### src/rtl/full_adder_half_adder.sv
// Single-bit half adder: s = a ^ b, c = a & b.
module half_adder (
  input  logic a,
  input  logic b,
  output logic s,
  output logic c
);

  assign s = a ^ b;
  assign c = a & b;

endmodule

### src/rtl/full_adder.sv
// One-bit full adder with a combinational result, a registered result qualified
// by in_valid, and a saturating count of accepted operations that carried out.
module full_adder #(
  parameter int unsigned CNT_W = 32
) (
  input  logic             clk,
  input  logic             rst,
  input  logic             a,
  input  logic             b,
  input  logic             cin,
  input  logic             in_valid,
  output logic             sum,
  output logic             cout,
  output logic             sum_q,
  output logic             cout_q,
  output logic             out_valid,
  output logic [CNT_W-1:0] carry_cnt
);

  logic             ab_s;
  logic             ab_c;
  logic             sc_c;
  logic [CNT_W-1:0] carry_cnt_d;

  half_adder u_ha_ab (
    .a (a),
    .b (b),
    .s (ab_s),
    .c (ab_c)
  );

  half_adder u_ha_sc (
    .a (ab_s),
    .b (cin),
    .s (sum),
    .c (sc_c)
  );

  assign cout = ab_c | sc_c;

  // Stick at all-ones instead of wrapping back to zero.
  always_comb begin
    carry_cnt_d = carry_cnt;
    if (cout && (carry_cnt != '1)) begin
      carry_cnt_d = carry_cnt + CNT_W'(1);
    end
  end

  always_ff @(posedge clk) begin
    if (rst) begin
      sum_q     <= 1'b0;
      cout_q    <= 1'b0;
      out_valid <= 1'b0;
      carry_cnt <= '0;
    end else begin
      out_valid <= in_valid;
      if (in_valid) begin
        sum_q     <= sum;
        cout_q    <= cout;
        carry_cnt <= carry_cnt_d;
      end
    end
  end

endmodule

### config.mk
export PLATFORM = sky130hd
export DESIGN_NAME = full_adder
export DESIGN_NICKNAME = d
export VERILOG_FILES = /design/src/rtl/full_adder_half_adder.sv /design/src/rtl/full_adder.sv
export SDC_FILE = /design/constraint.sdc
export NUM_CORES = 1
export LEC_CHECK = 0
export BUFFER_PORTS_ARGS = -buffer_cell sky130_fd_sc_hd__buf_2
export CORE_UTILIZATION = 45
export DETAILED_ROUTE_END_ITERATION = 10
export HOLD_SLACK_MARGIN = 0.08
export PLACE_DENSITY = 0.68
export SYNTH_ARGS = -nofsm -noshare
export SYNTH_HDL_FRONTEND = slang
export SYNTH_SLANG_ARGS = --single-unit
### constraint.sdc
create_clock -name clk -period 5.2 [get_ports clk]
set_clock_uncertainty 0.1 [all_clocks]
set_input_delay 0.52 -clock clk [delete_from_list [all_inputs] [get_ports clk]]
set_output_delay 0.52 -clock clk [all_outputs]
set_load 0.01 [all_outputs]
==> metrics.cfg, run 1 <==
[outcome]
status = completed

[drt]
detail_route.first_pass.iterations = 4
routed_via_density = 5.88
drt_iter0_drc = 86
post_drt_wl_per_cell_um = 14.3
vias = 1770
drt_wl_total_um = 4300
ant_nets = 0
drc = 0

[worst_setup_path]
regToRegEndpoint = carry_cnt[7]
critPathMaxStageDelay_ns = 0.48
crit_arrival_ns = 2.48
r2r_slack_ns = 2.80
crit_path_start_kind = register
reg2reg_from = carry_cnt[14]
critPathRequiredTime_ns = 5.29
cp_cell_sequence = nand4_1, nor3_4, and3_1, nand4b_1, mux2_2
critPathSlowestCell = and3_1
rr_worst_depth = 5
crit_type = reg -> reg
cp_top_family = simple AND/OR/NAND/NOR gates
endpoint_kind = register
cp_num_buf_inv = 0
worstPathMaxFanout = 10

[min_path]
holdCritStartpoint = cout_q
min_to = cout_q
min_path_cells = 2
worstHoldPathType = reg -> reg

[timing]
tightest_slew_ns = 0.821
timing.final.crit_period_ns = 2.40
maxSlewHeadroom_pct = 44.4
tns_ns = 0
rsz0062_at_grt = no
slew_violations = 0
finalCritPeriodShare_pct = 46.1
finalSetupViolCount = 0
fmax_mhz = 417
hold_viol_final = 0

[clocking]
clock-root-buffer = clkbuf_8
clk_path_buf_depth = 2
clk_latency_ns = 0.30
cts.clk_slew.worst_paths_ns = 0.08
cts_made_buffers = 5
cts.repair.resized = 0
htree_levels = 2
cts_tree = done
cts_hold_buf = 0
numClockSinks = 35
postCtsSetupBuffers = 0

[global_routing]
grt-ovfl-total = 0
antenna_found_initial = 0
grt_usage_pct = 21.8
grt_pass1_vias = 1502
grt_pass1_wl_um = 7130
grt_max_degree = 42

[layout]
multi_input_area_mm2 = 0.00109
finalInstanceArea_mm2 = 0.00217
drive_gt1_share_pct = 25.3
nNetsFinal = 260
seq_area_um2 = 701
syn2layout_area_growth_pct = 17.8
antennaDiodeCount = 0
fillers = 364

[die]
ios = 43
coreArea_mm2 = 0.00380
dieArea_mm2 = 0.00434
die_h_um = 65.9
die_x_um = 65.9
num_rows = 22
start_util_pct = 48.4

[yosys]
syn-cell-area_mm2 = 0.00184
synth_seq_cells = 35
synth_cell_types = 42
synth-seq-area-share_pct = 38.1
netlist_instances = 213
syn-mean-instance-area_um2 = 8.63
synth_nets = 221
ys.flop_type = dfxtp_1
async_reset_ff_share_pct = 0
yosysWarnings = 0
synth_edf_count = 0

[power]
p_leak_nw = 0.830
vdd_drop_max_v = 0.000162
p_per_area_mw_per_mm2 = 238

[place]
gp_congestion = 0.838
io_buffers = 42
dpl_cell_area_mm2 = 0.00207
dp_hpwl_um = 2980

[run]
maxCapViolations = 0

[Yosys cell counts, types with 2 or more instances]
cell	n	share of area (%)
dfxtp_1	35	38
a21oi_1	22	6.0
nor2_1	16	3.3
nand2_1	15	3.1
nand3_1	15	4.1
or3_1	13	4.4
o21ai_0	12	3.3
nand4_1	9	3.1
nor2b_1	7	2.4
mux2_2	6	3.7
o31ai_1	6	2.5
and4_1	5	2.4
xnor2_1	5	2.4
and3_1	4	1.4
buf_2	4	1.1
clkbuf_1	4	0.82
or4_1	4	1.6
a31oi_1	3	1.0
nand3b_1	3	1.2
a311oi_1	2	0.95
buf_1	2	0.41
[power breakdown]
group          switching [W]  internal (W)
Clock              0.0000981      0.000121
Sequential        0.00000217      0.000271
Combinational      0.0000147    0.00000891
[routing by layer]
| layer | routed length, um | part of all wire (%) | GRT usage [%] |
|---|---|---|---|
| met1 | 2030 | 47 | 28.0 |
| met2 | 1980 | 46 | 32.8 |
| met3 | 192 | 4.5 | 6.21 |
| met4 | 96 | 2.2 | 10.9 |
| met5 | 0 | 0 | 0 |
[stage by stage]
stage | total power, W | hold slack [ns] | instances | worst slack [ns] | utilization [%]
global placement | 0.000303 | 0.361 | 293 | 2.76 | 54.4
CTS | 0.000524 | 0.378 | 301 | 2.82 | 57.0
finish | 0.000516 | 0.376 | 301 | 2.80 | 57.0
detailed placement | 0.000303 | 0.366 | 293 | 2.68 | 54.4
floorplan | 0.000294 | 0.393 | 213 | 2.96 | -
global route | 0.000539 | 0.396 | 301 | 2.63 | 57.0
[state kept, by name, indices dropped and copies added (netlist names)]
register and count:
carry_cnt 32, cout_q 1, out_valid 1, sum_q 1
[tightest hold or removal path, stage by stage (launching register included)]
cell      delay, ns
dfxtp_1        0.31
nand2b_1       0.06
a21oi_1        0.06
[kinds of logic (layout without fill, tap and decap cells)]
family | count (synthesis) | in the layout | synth area share, %
xor+xnor | 6 | 6 | 2.86
buf+inv | 11 | 51 | 2.52
fa+ha+maj | 2 | 2 | 1.77
mux | 7 | 7 | 4.22
compound gates | 52 | 52 | 17.8
flops | 35 | 35 | 38.1
simple gates | 100 | 100 | 32.7
[placed cells by master (no fill, tap or decap), drive strengths merged, types with 4 or more instances in the layout]
| cell | instances |
|---|---|
| or4 | 4 |
| dfxtp | 35 |
| nand4 | 10 |
| o31ai | 6 |
| and3 | 4 |
| xnor2 | 5 |
| a21oi | 22 |
| nand3 | 15 |
| mux2 | 6 |
| nor2 | 16 |
| clkbuf | 8 |
| and4 | 5 |
| nand2 | 15 |
| or3 | 13 |
| nor2b | 7 |
| o21ai | 12 |
| buf | 42 |
[layout make-up]
cell class,instances,share of cell area [%]
multi-input combinational,167,50.4
timing repair buffer,42,9.71
clock buffer,8,4.62
inverter,1,0.173
tap,48,2.77
sequential,35,32.4
[worst max path at each step]
stage	from	endpoint	slack, ns	depth (start not counted)
floorplan	a	carry_cnt[29]	2.96	7
global placement	a	carry_cnt[21]	2.76	7
detailed placement	a	carry_cnt[21]	2.68	7
CTS	carry_cnt[14]	carry_cnt[7]	2.82	5
global route	carry_cnt[2]	carry_cnt[21]	2.63	5
finish	carry_cnt[14]	carry_cnt[7]	2.80	5
Note: power is estimated with default switching activity, not from simulation.
==> run 2, diff against run 1 <==
--- a/config.mk
+++ b/config.mk
@@ -5,11 +5,12 @@
 export SDC_FILE = /design/constraint.sdc
 export NUM_CORES = 1
 export LEC_CHECK = 0
+export ABC_AREA = 1
 export BUFFER_PORTS_ARGS = -buffer_cell sky130_fd_sc_hd__buf_2
 export CORE_UTILIZATION = 45
 export DETAILED_ROUTE_END_ITERATION = 10
 export HOLD_SLACK_MARGIN = 0.08
-export PLACE_DENSITY = 0.68
+export PLACE_DENSITY = 0.67
 export SYNTH_ARGS = -nofsm -noshare
 export SYNTH_HDL_FRONTEND = slang
 export SYNTH_SLANG_ARGS = --single-unit
==> constraint.sdc (replaced) <==
create_clock -name clk -period 2.41 [get_ports clk]
set_clock_uncertainty 0.1 [all_clocks]
set_input_delay 0.241 -clock clk [delete_from_list [all_inputs] [get_ports clk]]
set_output_delay 0.241 -clock clk [all_outputs]
set_load 0.01 [all_outputs]
==> metrics.cfg, run 2 <==
[drt]
routed_via_density = 4.93  ; was 5.88
drt_iter0_drc = 100  ; was 86
vias = 2108  ; was 1,770
post_drt_wl_per_cell_um = 11.5  ; was 14.3 um
detail_route.first_pass.iterations = 5  ; was 4
drt_wl_total_um = 4930  ; was 4300 um
ant_nets = 0  ; unchanged
drc = 0  ; unchanged

[min_path]
min_to = out_valid  ; was cout_q
min_path_cells = 3  ; was 2
holdCritStartpoint = in_valid  ; was cout_q
worstHoldPathType = in -> reg  ; was reg -> reg

[clocking]
clk_path_buf_depth = 2  ; unchanged
cts.clk_slew.worst_paths_ns = 0.07  ; was 0.08 ns
htree_levels = 2  ; unchanged
cts_hold_buf = 1  ; was 0
cts.repair.resized = 0  ; unchanged
numClockSinks = 35  ; unchanged
cts_made_buffers = 5  ; unchanged
clk_latency_ns = 0.29  ; was 0.30 ns
cts_tree = done  ; unchanged
postCtsSetupBuffers = 0  ; unchanged
clock-root-buffer = clkbuf_8  ; unchanged

[power]
vdd_drop_max_v = 0.000246  ; was 0.000162 V
pwr-share-clk_pct = 40.4  ; was 42.5%
power_w = 0.00117  ; was 0.000516 W
p_leak_nw = 1.09  ; was 0.830 nW
swShare_pct = 24.9  ; was 22.3%
pwr-share-comb_pct = 9.3  ; was 4.6%
p_switching_w = 0.000292  ; was 0.000115 W
pwr-share-seq_pct = 50.3  ; was 52.9%
p_per_area_mw_per_mm2 = 484  ; was 238 mW/mm2
power.internal_w = 0.000882  ; was 0.000401 W

[global_routing]
grt_max_degree = 38  ; was 42
grt-ovfl-total = 0  ; unchanged
antenna_found_initial = 0  ; unchanged
grt_usage_pct = 21.3  ; was 21.8%
grt_pass1_wl_um = 8240  ; was 7130 um
grt_pass1_vias = 1824  ; was 1,502

[timing]
hold_viol_final = 0  ; unchanged
tns_ns = 0  ; unchanged
fmax_mhz = 504  ; was 417 MHz
slew_violations = 0  ; unchanged
rsz0062_at_grt = no  ; unchanged
maxSlewHeadroom_pct = 60.5  ; was 44.4%
finalSetupViolCount = 0  ; unchanged
tightest_slew_ns = 0.592  ; was 0.821 ns
timing.final.crit_period_ns = 1.99  ; was 2.40 ns
finalCritPeriodShare_pct = 82.4  ; was 46.1%

[outcome]
status = completed  ; unchanged

[worst_setup_path]
critPathMaxStageDelay_ns = 0.37  ; was 0.48 ns
critPathSlowestCell = dfxtp_1  ; was and3_1
regToRegEndpoint = carry_cnt[30]  ; was carry_cnt[7]
endpoint_kind = register  ; unchanged
critPathRequiredTime_ns = 2.50  ; was 5.29 ns
cp_num_buf_inv = 1  ; was 0
critical_path_cell_count = 10  ; was 5
rr_worst_depth = 10  ; was 5
crit_path_start_kind = register  ; unchanged
cp_top_family = simple AND/OR/NAND/NOR gates  ; unchanged
r2r_slack_ns = 0.42  ; was 2.80 ns
cp_cell_sequence = ha_1, inv_1, nor2_2, nand2_1, nor2_1, nand2_1, nor2_1, nand3_1, nand2_1, nor2_1  ; was nand4_1, nor3_4, and3_1, nand4b_1, mux2_2
reg2reg_from = carry_cnt[1]  ; was carry_cnt[14]
crit_arrival_ns = 2.07  ; was 2.48 ns
crit_type = reg -> reg  ; unchanged
worstPathMaxFanout = 4  ; was 10

[yosys]
syn-mean-instance-area_um2 = 6.27  ; was 8.63 um2
synth_edf_count = 0  ; unchanged
yosysMostFrequentCell = nand2_1  ; was dfxtp_1
netlist_instances = 331  ; was 213
synth_cell_types = 21  ; was 42
async_reset_ff_share_pct = 0  ; unchanged
synth-seq-area-share_pct = 33.7  ; was 38.1%
synth_nets = 339  ; was 221
syn-cell-area_mm2 = 0.00208  ; was 0.00184 mm2
ys.flop_type = dfxtp_1  ; unchanged
yosys-top-cells-count = nand2_1 (84), nor2_1 (78), nand3_1 (38)  ; was dfxtp_1 (35), a21oi_1 (22), nor2_1 (16)
synth_seq_cells = 35  ; unchanged
yosysWarnings = 0  ; unchanged
synth_area_leaders = dfxtp_1 (34%), nand2_1 (15%), nor2_1 (14%)  ; was dfxtp_1 (38%), a21oi_1 (6.0%), or3_1 (4.4%)
synth_top_area_share_pct = 33.7  ; was 38.1%
yosysTopAreaCell = dfxtp_1  ; unchanged

[die]
num_rows = 24  ; was 22
ios = 43  ; unchanged
start_util_pct = 47.4  ; was 48.4%
die_x_um = 69.9  ; was 65.9 um
coreArea_mm2 = 0.00438  ; was 0.00380 mm2
dieArea_mm2 = 0.00489  ; was 0.00434 mm2
die_h_um = 69.9  ; was 65.9 um

[run]
maxCapViolations = 0  ; unchanged

[place]
dpl_cell_area_mm2 = 0.00231  ; was 0.00207 mm2
dp_hpwl_um = 3730  ; was 2980 um
io_buffers = 42  ; unchanged
gp_congestion = 0.822  ; was 0.838
dp_cells = 419  ; was 293

[layout]
drive_gt1_share_pct = 22.1  ; was 25.3%
final_cell_count_no_fill = 428  ; was 301
layout_commonest_cell = nand2_1  ; was buf_2
finalInstanceArea_mm2 = 0.00242  ; was 0.00217 mm2
regMostFlops = carry_cnt  ; unchanged
mostFrequentLayoutCells = nand2_1 (84), nor2_1 (78), buf_2 (42), nand3_1 (38), dfxtp_1 (35)  ; was buf_2 (42), dfxtp_1 (35), a21oi_1 (22), nor2_1 (16)
utilization_pct = 55.3  ; was 57.0%
nNetsFinal = 383  ; was 260
syn2layout_area_growth_pct = 16.7  ; was 17.8%
largest_reg_flops = 32  ; unchanged
antennaDiodeCount = 0  ; unchanged

[run 2: cell types whose count changed in the layout (fill, tap and decap cells not counted), moves of 7 or more]
cell     change
o21ai_0      -8
a21oi_2     +20
nor2b_1      -7
inv_1       +32
nand2_1     +69
a21oi_1     -13
nor2_1      +62
nand3_1     +23
or3_1       -13
[run 2: layout make-up]
cell class / count / area [um2]
Multi-Input combinational cell: 251 / 1180
Inverter: 36 / 135
Timing Repair Buffer: 46 / 243
Tap cell: 52 / 65.1
Fill cell: 469 / 1960
Sequential cell: 35 / 701
Clock buffer: 8 / 100
[run 2: per-stage QoR]
stage	worst slack (ns)	hold slack [ns]
6_report	0.425	0.103
3_5_place_dp	0.429	0.358
5_1_grt	0.128	0.142
4_1_cts	0.415	0.102
2_1_floorplan	0.610	0.210
3_3_place_gp	0.450	0.345
[run 2: worst max path at each step]
| stage | from | end | slack [ns] |
|---|---|---|---|
| 3_3_place_gp | carry_cnt[1] | carry_cnt[30] | 0.45 |
| 3_5_place_dp | carry_cnt[1] | carry_cnt[30] | 0.43 |
| 2_1_floorplan | carry_cnt[0] | carry_cnt[26] | 0.61 |
| 5_1_grt | carry_cnt[1] | carry_cnt[30] | 0.13 |
| 6_report | carry_cnt[1] | carry_cnt[30] | 0.42 |
| 4_1_cts | carry_cnt[1] | carry_cnt[30] | 0.41 |
[run 2: power groups by stage]
stage | registers, W | logic (W) | clock network, W
floorplan | 0.000608 | 0.0000819 | 0
global placement | 0.000604 | 0.000106 | 0
detailed placement | 0.000605 | 0.000108 | 0
CTS | 0.000591 | 0.000110 | 0.000484
global route | 0.000592 | 0.000122 | 0.000515
finish | 0.000591 | 0.000109 | 0.000474
[run 2: cell families (layout without fill, tap and decap cells)]
group           after synthesis  count (layout)  synth area share [%]
compound gates               35              35                  12.3
fa+ha+maj                     2               2                  1.57
flops                        35              35                  33.7
simple gates                214             214                  43.0
buf+inv                      45              90                  9.40
[run 2: layer usage]
| layer | global-route usage (%) | routed length (um) |
|---|---|---|
| met5 | 0 | 0 |
| met4 | 8.00 | 65 |
| met3 | 5.63 | 168 |
| met2 | 34.1 | 2290 |
| met1 | 27.5 | 2410 |
[run 2: tightest hold or removal path, delay by kind of cell]
family	cells	cell delay, ns
AND/OR/NAND/NOR	1	0.07
buffers and inverters	2	0.16
